$ cat config.mk
export PLATFORM = sky130hd
export DESIGN_NAME = mram_bus_sequencer_flat
export DESIGN_NICKNAME = d
export VERILOG_FILES = /design/src/rtl/mram_bus_sequencer_pkg.sv /design/src/rtl/mram_bus_sequencer_if.sv /design/src/rtl/mram_bus_sequencer_phase_timer.sv /design/src/rtl/mram_bus_sequencer.sv /design/src/flat_wrapper.sv
export SDC_FILE = /design/constraint.sdc
export NUM_CORES = 1
export LEC_CHECK = 0
export BUFFER_PORTS_ARGS = -buffer_cell sky130_fd_sc_hd__buf_2
export CAP_MARGIN = 20
export CELL_PAD_IN_SITES_DETAIL_PLACEMENT = 0
export CELL_PAD_IN_SITES_GLOBAL_PLACEMENT = 2
export CORE_ASPECT_RATIO = 1.5
export CORE_MARGIN = 2
export CORE_UTILIZATION = 32
export DETAILED_ROUTE_END_ITERATION = 6
export PLACE_DENSITY_LB_ADDON = 0.1
export SYNTH_ARGS = -nofsm -noshare
export SYNTH_HDL_FRONTEND = slang
export SYNTH_SLANG_ARGS = --single-unit
$ cat constraint.sdc
create_clock -name clk -period 2.95 [get_ports clk]
set_input_delay 0.1475 -clock clk [delete_from_list [all_inputs] [get_ports clk]]
set_output_delay 0.1475 -clock clk [all_outputs]
set_load 0.02 [all_outputs]
$ cat src/rtl/mram_bus_sequencer_pkg.sv
// Shared types and constants for the MRAM bus sequencer.
// Optional feature macro: MRAM_WRITE_VERIFY_EN (adds the VERIFY state).
package mram_pkg;

  localparam int MRAM_ADDR_W = 20;
  localparam int MRAM_DATA_W = 16;

  localparam int DEF_SETUP_CYC  = 1;
  localparam int DEF_ACCESS_CYC = 3;
  localparam int DEF_HOLD_CYC   = 1;

  typedef enum logic [2:0] {
    ST_IDLE,
    ST_SETUP,
    ST_ACCESS,
    ST_HOLD,
    ST_RESP
`ifdef MRAM_WRITE_VERIFY_EN
    , ST_VERIFY
`endif
  } mram_state_e;

`ifdef MRAM_WRITE_VERIFY_EN
  // Sub-phase of the verify read-back (reuses the setup/access/hold timing)
  typedef enum logic [1:0] {
    VP_SETUP,
    VP_ACCESS,
    VP_HOLD
  } mram_vphase_e;
`endif

  typedef struct packed {
    logic ce_n;
    logic we_n;
    logic oe_n;
    logic lb_n;
    logic ub_n;
  } mram_strobe_t;

  // All strobes deasserted
  localparam mram_strobe_t STROBES_IDLE = 5'b11111;

  function automatic int max3(input int a, input int b, input int c);
    int m;
    m = (a > b) ? a : b;
    return (m > c) ? m : c;
  endfunction

endpackage

$ cat src/rtl/mram_bus_sequencer_if.sv
// Request/response handshake between the serial-link control stage and the
// MRAM sequencer. master = upstream requester, slave = sequencer.
interface mram_bus_sequencer_if;
  import mram_pkg::*;

  logic                   req_valid;
  logic                   req_ready;
  logic                   req_write;
  logic [MRAM_ADDR_W-1:0] req_addr;
  logic [MRAM_DATA_W-1:0] req_wdata;
  logic                   rsp_valid;
  logic [MRAM_DATA_W-1:0] rsp_rdata;
  logic                   rsp_err;

  modport master (
    output req_valid, req_write, req_addr, req_wdata,
    input  req_ready, rsp_valid, rsp_rdata, rsp_err
  );

  modport slave (
    input  req_valid, req_write, req_addr, req_wdata,
    output req_ready, rsp_valid, rsp_rdata, rsp_err
  );

endinterface

$ cat src/rtl/mram_bus_sequencer_phase_timer.sv
// Loadable down-counter timing one strobe phase. Loaded with the phase length
// on the edge that enters the phase; last_cycle marks the final cycle.
module mram_phase_timer #(
  parameter int CNT_W = 3
) (
  input  logic             clk,
  input  logic             rst_n,
  input  logic             load,
  input  logic [CNT_W-1:0] load_val,
  output logic             last_cycle
);

  logic [CNT_W-1:0] cnt_q, cnt_d;

  // Reload on phase entry, otherwise count down and park at zero
  always_comb begin
    cnt_d = cnt_q;
    if (load)
      cnt_d = load_val;
    else if (cnt_q != '0)
      cnt_d = cnt_q - 1'b1;
  end

  // Counter register
  always_ff @(posedge clk or negedge rst_n) begin
    if (!rst_n) cnt_q <= '0;
    else        cnt_q <= cnt_d;
  end

  assign last_cycle = (cnt_q == CNT_W'(1));

endmodule

$ cat src/rtl/mram_bus_sequencer.sv
// Single-access sequencer for an asynchronous 16-bit MRAM.
// Generates CE/WE/OE/LB/UB with setup/access/hold phases, drives the DQ
// output enable and captures read data. All pin outputs are registered and
// are computed from the next state, so they line up with the state register.
// Optional feature macro: MRAM_WRITE_VERIFY_EN (read-back after every write).
module mram_bus_sequencer
  import mram_pkg::*;
#(
  parameter int SETUP_CYC  = DEF_SETUP_CYC,
  parameter int ACCESS_CYC = DEF_ACCESS_CYC,
  parameter int HOLD_CYC   = DEF_HOLD_CYC
) (
  input  logic                   clk,
  input  logic                   rst_n,
  mram_bus_sequencer_if.slave    bus,
  output logic                   busy,
  output logic [MRAM_ADDR_W-1:0] mram_addr,
  output logic [MRAM_DATA_W-1:0] mram_dq_out,
  output logic                   mram_dq_oe,
  input  logic [MRAM_DATA_W-1:0] mram_dq_in,
  output logic                   mram_ce_n,
  output logic                   mram_we_n,
  output logic                   mram_oe_n,
  output logic                   mram_lb_n,
  output logic                   mram_ub_n
);

  localparam int MAX_PH = max3(SETUP_CYC, ACCESS_CYC, HOLD_CYC);
  localparam int CNT_W  = $clog2(MAX_PH) + 1;

  if (SETUP_CYC < 1) begin : g_bad_setup
    $error("mram_bus_sequencer: SETUP_CYC must be >= 1");
  end
  if (ACCESS_CYC < 2) begin : g_bad_access
    $error("mram_bus_sequencer: ACCESS_CYC must be >= 2");
  end
  if (HOLD_CYC < 1) begin : g_bad_hold
    $error("mram_bus_sequencer: HOLD_CYC must be >= 1");
  end

  mram_state_e state_q, state_d;
`ifdef MRAM_WRITE_VERIFY_EN
  mram_vphase_e vph_q, vph_d;
  logic         err_q, err_d;
`endif

  logic                   ld;
  logic [CNT_W-1:0]       ld_val;
  logic                   last;
  logic                   accept;

  logic                   write_q, write_d;
  logic [MRAM_ADDR_W-1:0] addr_q, addr_d;
  logic [MRAM_DATA_W-1:0] wdata_q, wdata_d;

  mram_strobe_t           strb_q, strb_d;
  logic                   dq_oe_q, dq_oe_d;
  logic                   rsp_valid_q, rsp_valid_d;
  logic [MRAM_DATA_W-1:0] rdata_q, rdata_d;
  logic                   ready_q, ready_d;
  logic                   busy_q, busy_d;

  // ready_q is only high while idle, so it doubles as the accept qualifier
  assign accept = ready_q & bus.req_valid;

  mram_phase_timer #(.CNT_W(CNT_W)) u_timer (
    .clk       (clk),
    .rst_n     (rst_n),
    .load      (ld),
    .load_val  (ld_val),
    .last_cycle(last)
  );

  // State register
  always_ff @(posedge clk or negedge rst_n) begin
    if (!rst_n) begin
      state_q <= ST_IDLE;
`ifdef MRAM_WRITE_VERIFY_EN
      vph_q   <= VP_SETUP;
`endif
    end else begin
      state_q <= state_d;
`ifdef MRAM_WRITE_VERIFY_EN
      vph_q   <= vph_d;
`endif
    end
  end

  // Next state and phase-timer reload
  always_comb begin
    state_d = state_q;
    ld      = 1'b0;
    ld_val  = '0;
`ifdef MRAM_WRITE_VERIFY_EN
    vph_d   = vph_q;
`endif
    case (state_q)
      ST_IDLE: if (accept) begin
        state_d = ST_SETUP;
        ld      = 1'b1;
        ld_val  = CNT_W'(SETUP_CYC);
      end
      ST_SETUP: if (last) begin
        state_d = ST_ACCESS;
        ld      = 1'b1;
        ld_val  = CNT_W'(ACCESS_CYC);
      end
      ST_ACCESS: if (last) begin
        state_d = ST_HOLD;
        ld      = 1'b1;
        ld_val  = CNT_W'(HOLD_CYC);
      end
      ST_HOLD: if (last) begin
`ifdef MRAM_WRITE_VERIFY_EN
        if (write_q) begin
          state_d = ST_VERIFY;
          vph_d   = VP_SETUP;
          ld      = 1'b1;
          ld_val  = CNT_W'(SETUP_CYC);
        end else begin
          state_d = ST_RESP;
        end
`else
        state_d = ST_RESP;
`endif
      end
      ST_RESP: state_d = ST_IDLE;
`ifdef MRAM_WRITE_VERIFY_EN
      ST_VERIFY: if (last) begin
        case (vph_q)
          VP_SETUP: begin
            vph_d  = VP_ACCESS;
            ld     = 1'b1;
            ld_val = CNT_W'(ACCESS_CYC);
          end
          VP_ACCESS: begin
            vph_d  = VP_HOLD;
            ld     = 1'b1;
            ld_val = CNT_W'(HOLD_CYC);
          end
          default: state_d = ST_RESP;
        endcase
      end
`endif
      default: state_d = ST_IDLE;
    endcase
  end

  // Request latch: captured once on accept, ignored afterwards
  always_comb begin
    write_d = write_q;
    addr_d  = addr_q;
    wdata_d = wdata_q;
    if (accept) begin
      write_d = bus.req_write;
      addr_d  = bus.req_addr;
      wdata_d = bus.req_wdata;
    end
  end

  // Pin and response values for the next cycle, derived from the next state
  always_comb begin
    strb_d      = STROBES_IDLE;
    dq_oe_d     = 1'b0;
    rsp_valid_d = (state_d == ST_RESP);
    ready_d     = (state_d == ST_IDLE);
    busy_d      = (state_d != ST_IDLE);
    rdata_d     = rdata_q;
    case (state_d)
      ST_SETUP, ST_HOLD: begin
        strb_d.ce_n = 1'b0;
        strb_d.lb_n = 1'b0;
        strb_d.ub_n = 1'b0;
        dq_oe_d     = write_d;
      end
      ST_ACCESS: begin
        strb_d.ce_n = 1'b0;
        strb_d.lb_n = 1'b0;
        strb_d.ub_n = 1'b0;
        strb_d.we_n = ~write_d;
        strb_d.oe_n = write_d;
        dq_oe_d     = write_d;
      end
`ifdef MRAM_WRITE_VERIFY_EN
      // Read-back: DQ released for the whole replay, setup doubles as turnaround
      ST_VERIFY: begin
        strb_d.ce_n = 1'b0;
        strb_d.lb_n = 1'b0;
        strb_d.ub_n = 1'b0;
        strb_d.oe_n = (vph_d != VP_ACCESS);
      end
`endif
      default: ;
    endcase
    // Sample on the edge that closes the last strobe-low cycle
    if (state_q == ST_ACCESS && last && !write_q)
      rdata_d = mram_dq_in;
`ifdef MRAM_WRITE_VERIFY_EN
    err_d = err_q;
    if (accept)
      err_d = 1'b0;
    if (state_q == ST_VERIFY && vph_q == VP_ACCESS && last) begin
      rdata_d = mram_dq_in;
      err_d   = (mram_dq_in != wdata_q);
    end
`endif
  end

  // Registered request latch, pins and response
  always_ff @(posedge clk or negedge rst_n) begin
    if (!rst_n) begin
      write_q     <= 1'b0;
      addr_q      <= '0;
      wdata_q     <= '0;
      strb_q      <= STROBES_IDLE;
      dq_oe_q     <= 1'b0;
      rsp_valid_q <= 1'b0;
      rdata_q     <= '0;
      ready_q     <= 1'b1;
      busy_q      <= 1'b0;
`ifdef MRAM_WRITE_VERIFY_EN
      err_q       <= 1'b0;
`endif
    end else begin
      write_q     <= write_d;
      addr_q      <= addr_d;
      wdata_q     <= wdata_d;
      strb_q      <= strb_d;
      dq_oe_q     <= dq_oe_d;
      rsp_valid_q <= rsp_valid_d;
      rdata_q     <= rdata_d;
      ready_q     <= ready_d;
      busy_q      <= busy_d;
`ifdef MRAM_WRITE_VERIFY_EN
      err_q       <= err_d;
`endif
    end
  end

  assign bus.req_ready = ready_q;
  assign bus.rsp_valid = rsp_valid_q;
  assign bus.rsp_rdata = rdata_q;
`ifdef MRAM_WRITE_VERIFY_EN
  assign bus.rsp_err   = err_q;
`else
  assign bus.rsp_err   = 1'b0;
`endif
  assign busy        = busy_q;
  assign mram_addr   = addr_q;
  assign mram_dq_out = wdata_q;
  assign mram_dq_oe  = dq_oe_q;
  assign mram_ce_n   = strb_q.ce_n;
  assign mram_we_n   = strb_q.we_n;
  assign mram_oe_n   = strb_q.oe_n;
  assign mram_lb_n   = strb_q.lb_n;
  assign mram_ub_n   = strb_q.ub_n;

endmodule

$ cat src/flat_wrapper.sv
// flat-port wrapper written by rule: the top's interface ports become plain ports
module mram_bus_sequencer_flat import mram_pkg::*;
#(
  parameter int SETUP_CYC  = DEF_SETUP_CYC,
  parameter int ACCESS_CYC = DEF_ACCESS_CYC,
  parameter int HOLD_CYC   = DEF_HOLD_CYC
)
  (clk, rst_n, busy, mram_addr, mram_dq_out, mram_dq_oe, mram_dq_in, mram_ce_n, mram_we_n, mram_oe_n, mram_lb_n, mram_ub_n, bus_req_valid, bus_req_write, bus_req_addr, bus_req_wdata, bus_req_ready, bus_rsp_valid, bus_rsp_rdata, bus_rsp_err);
  mram_bus_sequencer_if bus_i ();
  input  logic clk;
  input  logic rst_n;
  output logic busy;
  output logic [MRAM_ADDR_W-1:0] mram_addr;
  output logic [MRAM_DATA_W-1:0] mram_dq_out;
  output logic mram_dq_oe;
  input  logic [MRAM_DATA_W-1:0] mram_dq_in;
  output logic mram_ce_n;
  output logic mram_we_n;
  output logic mram_oe_n;
  output logic mram_lb_n;
  output logic mram_ub_n;
  input wire logic [$bits(bus_i.req_valid)-1:0] bus_req_valid;
  input wire logic [$bits(bus_i.req_write)-1:0] bus_req_write;
  input wire logic [$bits(bus_i.req_addr)-1:0] bus_req_addr;
  input wire logic [$bits(bus_i.req_wdata)-1:0] bus_req_wdata;
  output wire logic [$bits(bus_i.req_ready)-1:0] bus_req_ready;
  output wire logic [$bits(bus_i.rsp_valid)-1:0] bus_rsp_valid;
  output wire logic [$bits(bus_i.rsp_rdata)-1:0] bus_rsp_rdata;
  output wire logic [$bits(bus_i.rsp_err)-1:0] bus_rsp_err;
  assign bus_i.req_valid = bus_req_valid;
  assign bus_i.req_write = bus_req_write;
  assign bus_i.req_addr = bus_req_addr;
  assign bus_i.req_wdata = bus_req_wdata;
  assign bus_req_ready = bus_i.req_ready;
  assign bus_rsp_valid = bus_i.rsp_valid;
  assign bus_rsp_rdata = bus_i.rsp_rdata;
  assign bus_rsp_err = bus_i.rsp_err;
  mram_bus_sequencer #(.SETUP_CYC(SETUP_CYC), .ACCESS_CYC(ACCESS_CYC), .HOLD_CYC(HOLD_CYC)) u_core (.clk(clk), .rst_n(rst_n), .bus(bus_i), .busy(busy), .mram_addr(mram_addr), .mram_dq_out(mram_dq_out), .mram_dq_oe(mram_dq_oe), .mram_dq_in(mram_dq_in), .mram_ce_n(mram_ce_n), .mram_we_n(mram_we_n), .mram_oe_n(mram_oe_n), .mram_lb_n(mram_lb_n), .mram_ub_n(mram_ub_n));
endmodule
# After elaboration in Yosys (flattened, before gate mapping)
# Index checks and enable logic that the tools add are counted.
[totals]
inputBits = 56
wordCells = 55
out_inout_bits = 62
ff_bits = 68
[op_classes]
n_eq_ne = 8
bitwise_logic = 2
n_mux = 19
n_addsub = 1
reduce_logical = 10
[op_table]
columns = ["operator", "n"]
rows = [
  ["$mux W3", 6],
  ["$eq A3 B2 Y1 const B", 4],
  ["$pmux W3 S4", 1],
  ["$eq A3 B1 Y1 const B", 3],
  ["$pmux W3 S3", 1],
  ["$mux W1", 7],
  ["$logic_not A3 Y1", 2],
  ["$mux W2", 3],
  ["$reduce_bool A3 Y1", 2],
  ["$eq A3 B3 Y1 const B", 1],
  ["$reduce_or A3 Y1", 1],
  ["$sub A3 B1 Y3 const B", 1],
  ["$logic_and A1 B1 Y1", 2],
  ["$pmux W1 S2", 1],
  ["$reduce_bool A2 Y1", 1],
  ["$reduce_or A2 Y1", 1],
  ["$and A1 B1 Y1", 1],
  ["$logic_not A1 Y1", 1],
  ["$not A1 Y1", 1],
]

# Depth between registers and ports, before layout
# Gate-level depths: netlist of the first run.
[depth]
word_depth = 6
depth_mapped = 6
mapped_depth_nobuf = 5

# By module
# Synthesis of the first run repeated with hierarchy kept, for this count alone.
[unflattened]
cells_unflattened = 179
area_unflattened_um2 = 2693.8
[modules_own_cells]
columns = ["mod", "instances", "cells_each", "seq_area_each_um2", "area_per_inst_um2"]
rows = [
  ["mram_bus_sequencer", 1, 157, 1581.5, 2474.9],
  ["mram_phase_timer", 1, 22, 75.1, 219.0],
]

# Worst setup path after synthesis of the first run
# No wires, ideal clock.
[synth_path]
kind = "reg-to-reg"
start = "register u_core.state_q[0]"
end = "register u_core.rdata_q[10], in the netlist u_core.bus.rsp_rdata[10]"
arrival_time_ns = 1.348
setup_slack_ns = 1.477
n_path_buf = 2
stages_incl_launch_ff = 6
cell_sequence = "dfrtp_1 > buf_6 > nor4b_4 > nand2_4 > buf_6 > mux2_4"
[synth_between]
elab_chain_cells = 3
[synth_lines]
columns = ["element", "line_no", "source"]
rows = [
  ["start, declared", "mram_bus_sequencer.sv:41", "mram_state_e state_q, state_d;"],
  ["start signal, assigned", "mram_bus_sequencer.sv:82", "state_q <= state_d;"],
  ["$eq A3 B2 Y1", "mram_bus_sequencer.sv:196", "if (state_q == ST_ACCESS && last && !write_q)"],
  ["$logic_and A1 B1 Y1 (2 in a row)", "mram_bus_sequencer.sv:196", ""],
  ["end signal, assigned", "mram_bus_sequencer.sv:231", "rdata_q <= rdata_d;"],
  ["end, declared", "mram_bus_sequencer.sv:59", "logic [MRAM_DATA_W-1:0] rdata_q, rdata_d;"],
]
# Every way passes these cells.
# A chain may end at the register's enable or synchronous reset.

# Worst setup path in the final report of the first run
[layout_path]
start = "register u_core.ready_q, in the netlist u_core.bus.req_ready"
end = "register u_core.addr_q[11], in the netlist u_core.mram_addr[11]"
[layout_between]
elab_chain_cells = 1
[layout_lines]
columns = ["element", "line_no", "source"]
rows = [
  ["start, declared", "mram_bus_sequencer.sv:60", "logic ready_q, ready_d;"],
  ["start signal, assigned", "mram_bus_sequencer.sv:232", "ready_q <= ready_d;"],
  ["$and A1 B1 Y1", "mram_bus_sequencer.sv:64", "assign accept = ready_q & bus.req_valid;"],
  ["end signal, assigned", "mram_bus_sequencer.sv:226", "addr_q <= addr_d;"],
  ["end, declared", "mram_bus_sequencer.sv:53", "logic [MRAM_ADDR_W-1:0] addr_q, addr_d;"],
]
# Every way passes these cells.

==> results_dict.tcl, run 1 <==
set metrics [dict create \
    timing.final.setup_violations 0 \
    antenna_found_initial 0 \
    result_of_the_run "completed" \
    synth_area_leaders "dfrtp_1 (58%), mux2_2 (18%), mux2_4 (5.6%)" \
    violation_count_after_the_first_detailed_route_iteration 55 \
    cp_data_arrival_time_ns 1.98 \
    die_area_um2 9065 \
    worst_hold_path_type "in -> reg" \
    register_share_of_total_power 0.358 \
    htree_num_levels 3 \
    worst_setup_path_end_kind "flop" \
    initial_core_util 0.3298 \
    timing.max_cap.violations 0 \
    final_min_period_over_clock_period 0.6002 \
    antenna_cells 0 \
    maximum_number_of_pins_on_one_net_before_global_route_repair 52 \
    floorplan.rows 40 \
    power.leakage_nw 1.816 \
    finalNetCount 350 \
    postRouteAntennaNets 0 \
    worstPathBufferInverterCount 1 \
    post_cts_resized 0 \
    fraction_of_power_consumed_by_combinational_cells 0.409 \
    postRouteWirelength_um 5606 \
    crit_family "simple AND/OR/NAND/NOR gates" \
    area_of_the_mapped_netlist_um2 2658 \
    critical_path.max_stage_delay_ns 0.48 \
    start_kind "flop" \
    placeableCoreArea_um2 8058 \
    clk_latency_ns 0.32 \
    clock_power_share 0.234 \
    maxSlewViolCount 0 \
    synth.net_count 230 \
    worst-slew-pin-transition_ns 0.6505 \
    maxClockFrequency_ghz 0.5648 \
    setup.worst_path.class "reg -> reg" \
    cpMaxStageDelayCell "nand2_1" \
    maxSlewHeadroom 0.5653 \
    yosysTopAreaCell "dfrtp_1" \
    cts.root.buffer_cell "clkbuf_16" \
    dieWidth_um 78.41 \
    die_height_um 115.6 \
    cts_tree "done" \
    worst-endpoint-required_ns 3.15 \
    timing.critical_path.cells "nand2_1 -> buf_4 -> mux2_2" \
    remaining_global_route_overflow 0 \
    clock_skew_ns 0.005042 \
    portBuffers 116 \
    dr.pass1.iters 4 \
    syn_avg_cell_area_um2 15.54 \
    cp_max_fo 23 \
    post-route-drc-count 0 \
    finalHoldWorstSlack_ns 0.05316 \
    cts_sinks 66 \
    cts_inserted_buffers 9 \
    postLayoutCoreUtil 0.4500 \
    netlist_instances 171 \
    clkTransAtPathRegs_ns 0.05 \
    routabilityCongestion 0.6956 \
    synth_top_cell_area_share 0.5838 \
    wl_per_cell_um 13.98 \
    fin_crit_ns 1.771 \
    hpwlAfterDp_um 4142 \
    final_hold_violating_endpoints 0 \
    flow.area_growth_from_synthesis_pct 36.44 \
    swShare 0.3578 \
    grt_pass1_vias 1731 \
    ir_drop_mv 0.4513 \
    count_of_different_cell_masters_after_synthesis 30 \
    post_drt_via_cell_ratio 4.354 \
    synth_sequential_area_ratio 0.6234 \
    grt_setup_unrepaired "no" \
    pwr_density_cell_nw_per_um2 1239 \
    wire_length_of_the_first_global_routing_pass_um 8838 \
    yosys_warnings 0 \
    totalNegativeSetupSlack_ns 0 \
    clockBufferDepth 2 \
    ports_placed_on_the_boundary 118 \
    final.fill_count 771 \
    switchingPower_mw 1.608 \
    fraction_of_final_layout_cells_with_drive_strength_greater_than_1 0.6520 \
    route.vias.total 1746 \
    internal_power_mw 2.885 \
    total_power_mw 4.493 \
    grt_total_usage 0.1305 \
    ys_ff_latch 66 \
]
[cells by family (layout without fill, tap and decap cells)]
family | count (synthesis) | count (layout) | synth area share
XOR/XNOR | 1 | 1 | 0.003296
buffers and inverters | 15 | 140 | 0.03248
flip-flops | 66 | 66 | 0.6234
adder cells (fa/ha/maj) | 3 | 3 | 0.01413
other | 1 | 1 | 0.001411
AND/OR/NAND/NOR | 20 | 20 | 0.05744
multiplexers | 54 | 54 | 0.2425
AO/OA/AOI/OAI | 11 | 11 | 0.02543
[worst reg2reg max path, stage by stage (launching register included)]
cell	delay, ns
dfstp_2	0.37
nand2_1	0.48
buf_4	0.42
mux2_2	0.38
[cells in the mapped netlist]
library cell	n
dfstp_2	4
nand2b_1	3
nor3_1	3
ha_1	3
conb_1	1
nand3b_1	2
a21oi_1	2
nor4b_4	1
xnor2_1	1
dfrtp_1	62
o21ai_0	5
buf_6	2
nand2_1	2
a311oi_1	1
and4bb_2	2
and2b_1	1
or4bb_1	1
buf_2	3
nor2_1	3
a211oi_1	1
o22ai_1	1
clkbuf_1	2
mux2_4	10
mux2_2	43
inv_1	5
buf_4	3
o21ba_2	1
or3_1	1
mux2i_1	1
nand2_4	1
[placed cells by master (no fill, tap or decap), types with 2 or more instances in the layout]
cell type  synthesis  final
a21oi_1            2      2
and4bb_2           2      2
buf_2              3    116
buf_4              3      2
clkbuf_1           2      3
clkbuf_16          0      9
clkbuf_8           0      2
dfrtp_1           62     62
dfstp_2            4      4
ha_1               3      3
inv_1              5      5
mux2_2            43     43
mux2_4            10     10
nand2_1            2      2
nand2b_1           3      3
nand3b_1           2      2
nor2_1             3      3
nor3_1             3      3
o21ai_0            5      5
[registers in the layout, indices dropped and copies added, names as in the netlist]
name                  cells
u_core.bus.req_ready      1
u_core.bus.rsp_rdata     16
u_core.bus.rsp_valid      1
u_core.busy               1
u_core.mram_addr         20
u_core.mram_ce_n          1
u_core.mram_dq_oe         1
u_core.mram_dq_out       16
u_core.mram_oe_n          1
u_core.mram_we_n          1
u_core.state_q            3
u_core.u_timer.cnt_q      3
u_core.write_q            1
[metrics by stage]
step / area (um2) / worst slack [ns] / std cells
5_1_grt: 3626 / 1.028 / 401
2_1_floorplan: 2658 / 1.477 / 171
3_3_place_gp: 3317 / 1.157 / 384
4_1_cts: 3626 / 1.146 / 401
3_5_place_dp: 3317 / 1.157 / 384
6_report: 3626 / 1.179 / 401
[power groups by stage]
stage	Combinational [mW]	Clock [mW]	Sequential, mW
global placement	1.87	0	1.62
floorplan	0.781	0	2.12
global route	1.99	1.14	1.67
CTS	1.88	1.09	1.61
finish	1.84	1.05	1.61
detailed placement	1.88	0	1.62
[per-layer routing]
layer  wire length, um  track usage  share of wire
met1              2184       0.1530           0.39
met2              2917       0.2126           0.52
met3               337      0.02882          0.060
met4               166      0.09123          0.030
met5                 0            0              0
[layout make-up]
type                    count  area, um2  area share
flip-flops and latches     66       1657      0.4569
multi-input cells          90      914.6      0.2522
clock inverters             2      35.03    0.009662
clock buffers              14      264.0     0.07281
well taps                 105      131.4     0.03623
inverters                   5      18.77    0.005176
repair buffers            119      605.6      0.1670
[repair_timing]
action | CTS | global route
buffers inserted | 0 | 0
hold endpoints to repair | 15 | 0
hold buffers | 1 | 0
[final timing paths]
path	to	from	cells past startpoint	slack, ns
min in group asynchronous	u_core.mram_addr[2]	rst_n	2	0.26
worst max register to register	u_core.mram_addr[11]	u_core.bus.req_ready	3	1.18
worst min register to register	u_core.bus.rsp_rdata[15]	u_core.bus.rsp_rdata[15]	1	0.50
worst max-delay path	u_core.mram_addr[11]	u_core.bus.req_ready	3	1.18
worst min-delay path	u_core.mram_dq_out[4]	bus_req_wdata[4]	2	0.05
max in group asynchronous	u_core.mram_addr[6]	rst_n	3	1.73
Note: power is estimated with default switching activity, not from simulation.
==> inputs of run 2 (changes only) <==
--- a/config.mk
+++ b/config.mk
@@ -5,13 +5,14 @@
 export SDC_FILE = /design/constraint.sdc
 export NUM_CORES = 1
 export LEC_CHECK = 0
+export ABC_AREA = 1
 export BUFFER_PORTS_ARGS = -buffer_cell sky130_fd_sc_hd__buf_2
 export CAP_MARGIN = 20
 export CELL_PAD_IN_SITES_DETAIL_PLACEMENT = 0
 export CELL_PAD_IN_SITES_GLOBAL_PLACEMENT = 2
 export CORE_ASPECT_RATIO = 1.5
 export CORE_MARGIN = 2
-export CORE_UTILIZATION = 32
+export CORE_UTILIZATION = 24
 export DETAILED_ROUTE_END_ITERATION = 6
 export PLACE_DENSITY_LB_ADDON = 0.1
 export SYNTH_ARGS = -nofsm -noshare
==> constraint.sdc (replaced) <==
create_clock -name clk -period 1.6 [get_ports clk]
set_input_delay 0.08 -clock clk [delete_from_list [all_inputs] [get_ports clk]]
set_output_delay 0.08 -clock clk [all_outputs]
set_load 0.02 [all_outputs]
==> run 2 against run 1 <==
Against the previous run:
- area after synthesis increased by 0.94%
- global-route usage shrank 0.28 points
- clock power grew 100%
- largest cell class unchanged
- highest routed layer unchanged
==> results_dict.tcl, run 2 <==
set metrics [dict create \
    ys_ff_latch 66 \
    floorplan.rows 47 \
    total_power_mw 8.461 \
    maxClockFrequency_ghz 0.6965 \
    clkTransAtPathRegs_ns 0.05 \
    dr.pass1.iters 6 \
    fraction_of_power_consumed_by_combinational_cells 0.408 \
    detailroute.wirelength.met3_um 371 \
    maximum_number_of_pins_on_one_net_before_global_route_repair 67 \
    worstPathBufferInverterCount 3 \
    critical_path.max_stage_delay_ns 0.37 \
    remaining_global_route_overflow 0 \
    cp_data_arrival_time_ns 1.65 \
    dieWidth_um 90.32 \
    route.vias.total 2402 \
    fraction_of_final_layout_cells_with_drive_strength_greater_than_1 0.3284 \
    final_hold_violating_endpoints 0 \
    swShare 0.3959 \
    clk_latency_ns 0.33 \
    ir_drop_mv 0.6378 \
    cts_sinks 66 \
    yosysTopAreaCell "dfrtp_1" \
    maxSlewViolCount 0 \
    switchingPower_mw 3.350 \
    clock_power_share 0.249 \
    power.leakage_nw 2.341 \
    area_of_the_mapped_netlist_um2 2683 \
    grt_setup_unrepaired "no" \
    initial_core_util 0.2439 \
    worst-endpoint-required_ns 1.81 \
    syn_avg_cell_area_um2 9.156 \
    synth.net_count 352 \
    wire_length_of_the_first_global_routing_pass_um 11960 \
    dominantRegCellSynth "dfrtp_1" \
    grt_pass1_vias 2375 \
    netlist_instances 293 \
    timing.max_cap.violations 0 \
    routedLengthMet1_um 2975 \
    result_of_the_run "completed" \
    clockBufferDepth 2 \
    crit_cells 8 \
    synth_area_leaders "dfrtp_1 (58%), nand2_1 (19%), dfstp_2 (3.9%)" \
    worst_hold_path_type "in -> reg" \
    yosys_warnings 0 \
    finalNetCount 523 \
    totalNegativeSetupSlack_ns 0 \
    violation_count_after_the_first_detailed_route_iteration 91 \
    placeableCoreArea_um2 11000 \
    worstHoldStart "bus_req_write" \
    largest_reg_flops 20 \
    maxUsedRoutingLayer "met4" \
    number_of_synthesized_flops_with_an_enable_pin 0 \
    cts_inserted_buffers 9 \
    cts.root.buffer_cell "clkbuf_16" \
    timing.final.setup_violations 0 \
    route.met2.wl_um 3713 \
    postRouteWirelength_um 7189 \
    die_area_um2 12060 \
    register_share_of_total_power 0.343 \
    asyncSetResetFlopFracSynth 1.000 \
    die_height_um 133.5 \
    timing.critical_path.cells "inv_1 -> ha_1 -> inv_1 -> nor2_2 -> nand4_2 -> buf_12 -> nand2_1 -> o21ai_1" \
    critical_path.most_common_cell "inv_1" \
    fin_crit_ns 1.436 \
    start_kind "flop" \
    number_of_cell_instances_on_the_worst_register_to_register_path 8 \
    count_of_different_cell_masters_after_synthesis 28 \
    worst_setup_path_end_kind "flop" \
    flow.area_growth_from_synthesis_pct 59.84 \
    portBuffers 116 \
    hpwlAfterDp_um 4892 \
    htree_num_levels 3 \
    wl_per_cell_um 11.67 \
    synth.cells.most_frequent "nand2_1 (134), dfrtp_1 (62), inv_1 (27)" \
    crit_family "simple AND/OR/NAND/NOR gates" \
    pwr_density_cell_nw_per_um2 1973 \
    cp_max_fo 32 \
    cpMaxStageDelayCell "dfrtp_1" \
    crit_start "u_core.u_timer.cnt_q[1]" \
    antenna_found_initial 0 \
    synth_sequential_area_ratio 0.6175 \
    min_delay_path_depth 3 \
    reg2reg_from "u_core.u_timer.cnt_q[1]" \
    final_cell_mix "nand2_1 (134), buf_2 (116), dfrtp_1 (62), dlygate4sd3_1 (53), inv_1 (27)" \
    internal_power_mw 5.111 \
    final_min_period_over_clock_period 0.8974 \
    postRouteAntennaNets 0 \
    clock_skew_ns 0.003762 \
    cts_tree "done" \
    post_drt_via_cell_ratio 3.899 \
    layout_commonest_cell "nand2_1" \
    antenna_cells 0 \
    setup.worst_path.class "reg -> reg" \
    routabilityCongestion 0.7464 \
    post-route-drc-count 0 \
    grt_total_usage 0.1278 \
    synth_top_cell_area_share 0.5784 \
    ports_placed_on_the_boundary 118 \
    most_instantiated_library_cell_after_synthesis "nand2_1" \
]
run 2: area by class of cell:
class | count | area [um2]
sequential | 66 | 1657
fill | 1180 | 6709
tap | 147 | 183.9
inverter | 29 | 108.9
timing repair buffer | 173 | 1170
multi-input combinational | 185 | 848.3
clock inverter | 5 | 77.57
clock buffer | 11 | 242.7
run 2: kinds of logic (layout without fill, tap and decap cells):
group | count (synthesis) | count (layout) | synth area share
simple gates | 160 | 160 | 0.2584
buf+inv | 42 | 218 | 0.06623
xor+xnor | 1 | 1 | 0.003266
compound gates | 20 | 20 | 0.03918
flops | 66 | 66 | 0.6175
fa+ha+maj | 3 | 3 | 0.01399
other cells | 1 | 1 | 0.001398
run 2: tightest hold or removal path: stages:
cell and delay [ns]:
buf_2 0.08, o21ai_0 0.14, nand2_1 0.10
run 2: power by group through the flow:
stage / clock, mW / sequential [mW] / combinational [mW]
detailed placement: 0 / 2.93 / 3.43
finish: 2.10 / 2.90 / 3.45
floorplan: 0 / 3.76 / 1.40
CTS: 2.19 / 2.92 / 3.54
global placement: 0 / 2.95 / 3.41
global route: 2.25 / 3.01 / 3.84
run 2: worst paths after layout:
kind                                                 end  slack (ns)
worst max-delay path            u_core.bus.rsp_rdata[15]        0.16
worst min-delay path                    u_core.mram_oe_n         0.1
min in group asynchronous       u_core.bus.rsp_rdata[14]        0.30
max in group asynchronous           u_core.mram_addr[10]        0.97
worst max register to register  u_core.bus.rsp_rdata[15]        0.16
worst min register to register     u_core.mram_dq_out[9]        0.47
run 2: metrics by stage:
| step | hold WS (ns) | std cells | worst slack (ns) | utilization | instance area (um2) |
|---|---|---|---|---|---|
| detailed placement | 0.1387 | 547 | 0.1689 | 0.3122 | 3433 |
| global route | 0.1446 | 616 | 0.01894 | 0.3899 | 4288 |
| CTS | 0.08960 | 616 | 0.1524 | 0.3896 | 4284 |
| global placement | 0.1324 | 547 | 0.1586 | 0.3122 | 3433 |
| floorplan | -0.2156 | 293 | 0.2754 | - | 2683 |
| finish | 0.09895 | 616 | 0.1642 | 0.3899 | 4288 |
run 2: metal layers:
layer / GRT usage / vias up
li1: - / 1227
met1: 0.1523 / 1098
met4: 0.06154 / 0
met2: 0.2147 / 68
met3: 0.03281 / 9
met5: 0 / -
run 2: timing repair:
| item | 4_1_cts | 5_1_grt |
|---|---|---|
| hold buffers | 53 | 0 |
| gates resized for setup | 0 | 1 |
| endpoints found under the hold margin | 114 | 0 |
| setup buffers | 0 | 0 |
| setup endpoints to repair | 0 | 1 |
==> inputs of run 3 (changes only) <==
--- a/config.mk
+++ b/config.mk
@@ -12,9 +12,10 @@
 export CELL_PAD_IN_SITES_GLOBAL_PLACEMENT = 2
 export CORE_ASPECT_RATIO = 1.5
 export CORE_MARGIN = 2
-export CORE_UTILIZATION = 24
+export CORE_UTILIZATION = 26
 export DETAILED_ROUTE_END_ITERATION = 6
 export PLACE_DENSITY_LB_ADDON = 0.1
+export SETUP_SLACK_MARGIN = 0.2
 export SYNTH_ARGS = -nofsm -noshare
 export SYNTH_HDL_FRONTEND = slang
 export SYNTH_SLANG_ARGS = --single-unit
==> constraint.sdc (replaced) <==
create_clock -name clk -period 1.4 [get_ports clk]
set_input_delay 0.07 -clock clk [delete_from_list [all_inputs] [get_ports clk]]
set_output_delay 0.07 -clock clk [all_outputs]
set_load 0.02 [all_outputs]
==> run 3 against run 2 <==
Against the previous run:
- critical path depth unchanged
- non-clock buffer count up 5
- sequential share of layout area down 0.57 points
- power up 14%
- setup slack worse by 0.11 ns
- critical endpoint is now u_core.bus.rsp_rdata[12]
- count of clock-buffer cells in the layout up 2
- sequential power up 15%
- routed wire length up 0.42%
- critical path type unchanged
==> results_dict.tcl, run 3 (synthesized netlist as in run 2, its figures left out) <==
set metrics [dict create \
    result_of_the_run "completed" \
    cts_sinks 66 \
    die_height_um 128.4 \
    setup.worst_path.class "reg -> reg" \
    maxSlewViolCount 0 \
    maximum_number_of_pins_on_one_net_before_global_route_repair 67 \
    final_hold_violating_endpoints 0 \
    dr.pass1.iters 4 \
    timing.critical_path.cells "inv_2 -> ha_4 -> inv_2 -> nor2_4 -> nand4_4 -> buf_12 -> nand2_1 -> o21ai_1" \
    timing.max_cap.violations 0 \
    postRouteWirelength_um 7219 \
    largest_reg_flops 20 \
    antenna_found_initial 0 \
    antenna_cells 0 \
    cts_tree "done" \
    initial_core_util 0.2662 \
    die_area_um2 11160 \
    rr_endpoint "u_core.bus.rsp_rdata[12]" \
    ports_placed_on_the_boundary 118 \
    clockBufferDepth 2 \
    postRouteAntennaNets 0 \
    maxClockFrequency_ghz 0.7457 \
    dp.cells 518 \
    r2r_slack_ns 0.06 \
    critical_path.max_stage_delay_ns 0.39 \
    dieWidth_um 86.94 \
    floorplan.rows 45 \
    power.leakage_nw 2.350 \
    htree_num_levels 3 \
    final_cell_mix "nand2_1 (125), buf_2 (116), dfrtp_1 (61), dlygate4sd3_1 (53), inv_1 (24)" \
    timing.final.setup_violations 0 \
    post-route-drc-count 0 \
    finalNetCount 528 \
    post_dp_cell_area_um2 3467 \
    worstHoldStart "bus_req_write" \
    number_of_cell_instances_on_the_worst_register_to_register_path 8 \
    wire_length_of_the_first_global_routing_pass_um 11320 \
    remaining_global_route_overflow 0 \
    grt_setup_unrepaired "yes" \
    worst_setup_path_end_kind "flop" \
    routabilityCongestion 0.7137 \
    cpMaxStageDelayCell "dfrtp_1" \
    critical_path.most_common_cell "inv_2" \
    wl_per_cell_um 12.21 \
    total_power_mw 9.681 \
    clk_latency_ns 0.33 \
    hpwlAfterDp_um 4514 \
    clock_skew_ns 0.005371 \
    fin_area_um2 4355 \
    grt_total_usage 0.1342 \
    cts.root.buffer_cell "clkbuf_16" \
    pwr_density_cell_nw_per_um2 2223 \
    final-instance-count-excl-fill 591 \
    fraction_of_final_layout_cells_with_drive_strength_greater_than_1 0.3692 \
    final_min_period_over_clock_period 0.9579 \
    violation_count_after_the_first_detailed_route_iteration 71 \
    min_delay_path_depth 3 \
    fin_crit_ns 1.341 \
    route.vias.total 2408 \
    layout_commonest_cell "nand2_1" \
    cts_inserted_buffers 9 \
    start_kind "flop" \
    clkTransAtPathRegs_ns 0.05 \
    grt_pass1_vias 2338 \
    post_drt_via_cell_ratio 4.074 \
    reg2reg_from "u_core.u_timer.cnt_q[1]" \
    hold_path_end "u_core.mram_oe_n" \
    finalHoldWorstSlack_ns 0.02144 \
    cp_data_arrival_time_ns 1.56 \
    placeableCoreArea_um2 10080 \
    flow.area_growth_from_synthesis_pct 62.36 \
    portBuffers 116 \
    worst-endpoint-required_ns 1.62 \
    ir_drop_mv 0.9089 \
    cp_max_fo 32 \
    worst_hold_path_type "in -> reg" \
]
[run 3: final cells by class]
cell class	instances	area (um2)
Sequential cell	66	1658
Multi-Input combinational cell	185	930.9
Fill cell	1009	5723
Timing Repair Buffer	178	1241
Clock buffer	13	250.2
Inverter	29	111.4
Tap cell	117	146.4
Clock inverter	3	17.52
[run 3: repair_timing]
item | CTS | global route
endpoints found under the setup margin | 50 | 32
gates resized for setup | 4 | 11
endpoints found under the hold margin | 114 | 0
pin swaps | 2 | 4
cloned | 0 | 1
setup buffers | 2 | 1
hold buffers | 53 | 0
[run 3: where the power goes]
group / switching [mW] / internal [mW] / total [mW]
sequential: 0.505 / 2.83 / 3.34
combinational: 2.69 / 1.64 / 4.33
clock: 0.776 / 1.24 / 2.02
total: 3.97 / 5.71 / 9.68
[run 3: how the worst max path moves through the flow]
stage / cells after the start / from / to
after floorplan: 8 / u_core.u_timer.cnt_q[1] / u_core.bus.rsp_rdata[11]
after global placement: 7 / u_core.u_timer.cnt_q[1] / u_core.busy
after detailed placement: 8 / u_core.u_timer.cnt_q[1] / u_core.bus.rsp_rdata[9]
after CTS: 8 / u_core.u_timer.cnt_q[1] / u_core.bus.rsp_rdata[9]
after global routing: 8 / u_core.u_timer.cnt_q[1] / u_core.mram_oe_n
final: 8 / u_core.u_timer.cnt_q[1] / u_core.bus.rsp_rdata[12]
[run 3: routing by layer]
layer  share of wire  routed length (um)  global-route usage  vias up
met4           0.016                 116             0.06342        0
met3           0.055                 394             0.04298        7
met1            0.43                3087              0.1554     1092
met2            0.50                3620              0.2227       69
li1                -                   -                   -     1240
met5               0                   0                   0        -
[run 3: per-stage QoR]
stage,util,setup TNS [ns],setup WS [ns]
global route,0.4322,-0.02255,-0.01717
floorplan,-,0,0.1342
global placement,0.3440,0,0.07244
finish,0.4322,0,0.05892
CTS,0.4261,0,0.05173
detailed placement,0.3440,0,0.04903
[run 3: worst max-delay path, delay by kind of cell (launching register included)]
family	cells	cell delay (ns)
AOI/OAI and AO/OA	1	0.06
DFF	1	0.39
adders and majority gates	1	0.14
buffers and inverters	3	0.31
and+or+nand+nor	3	0.33
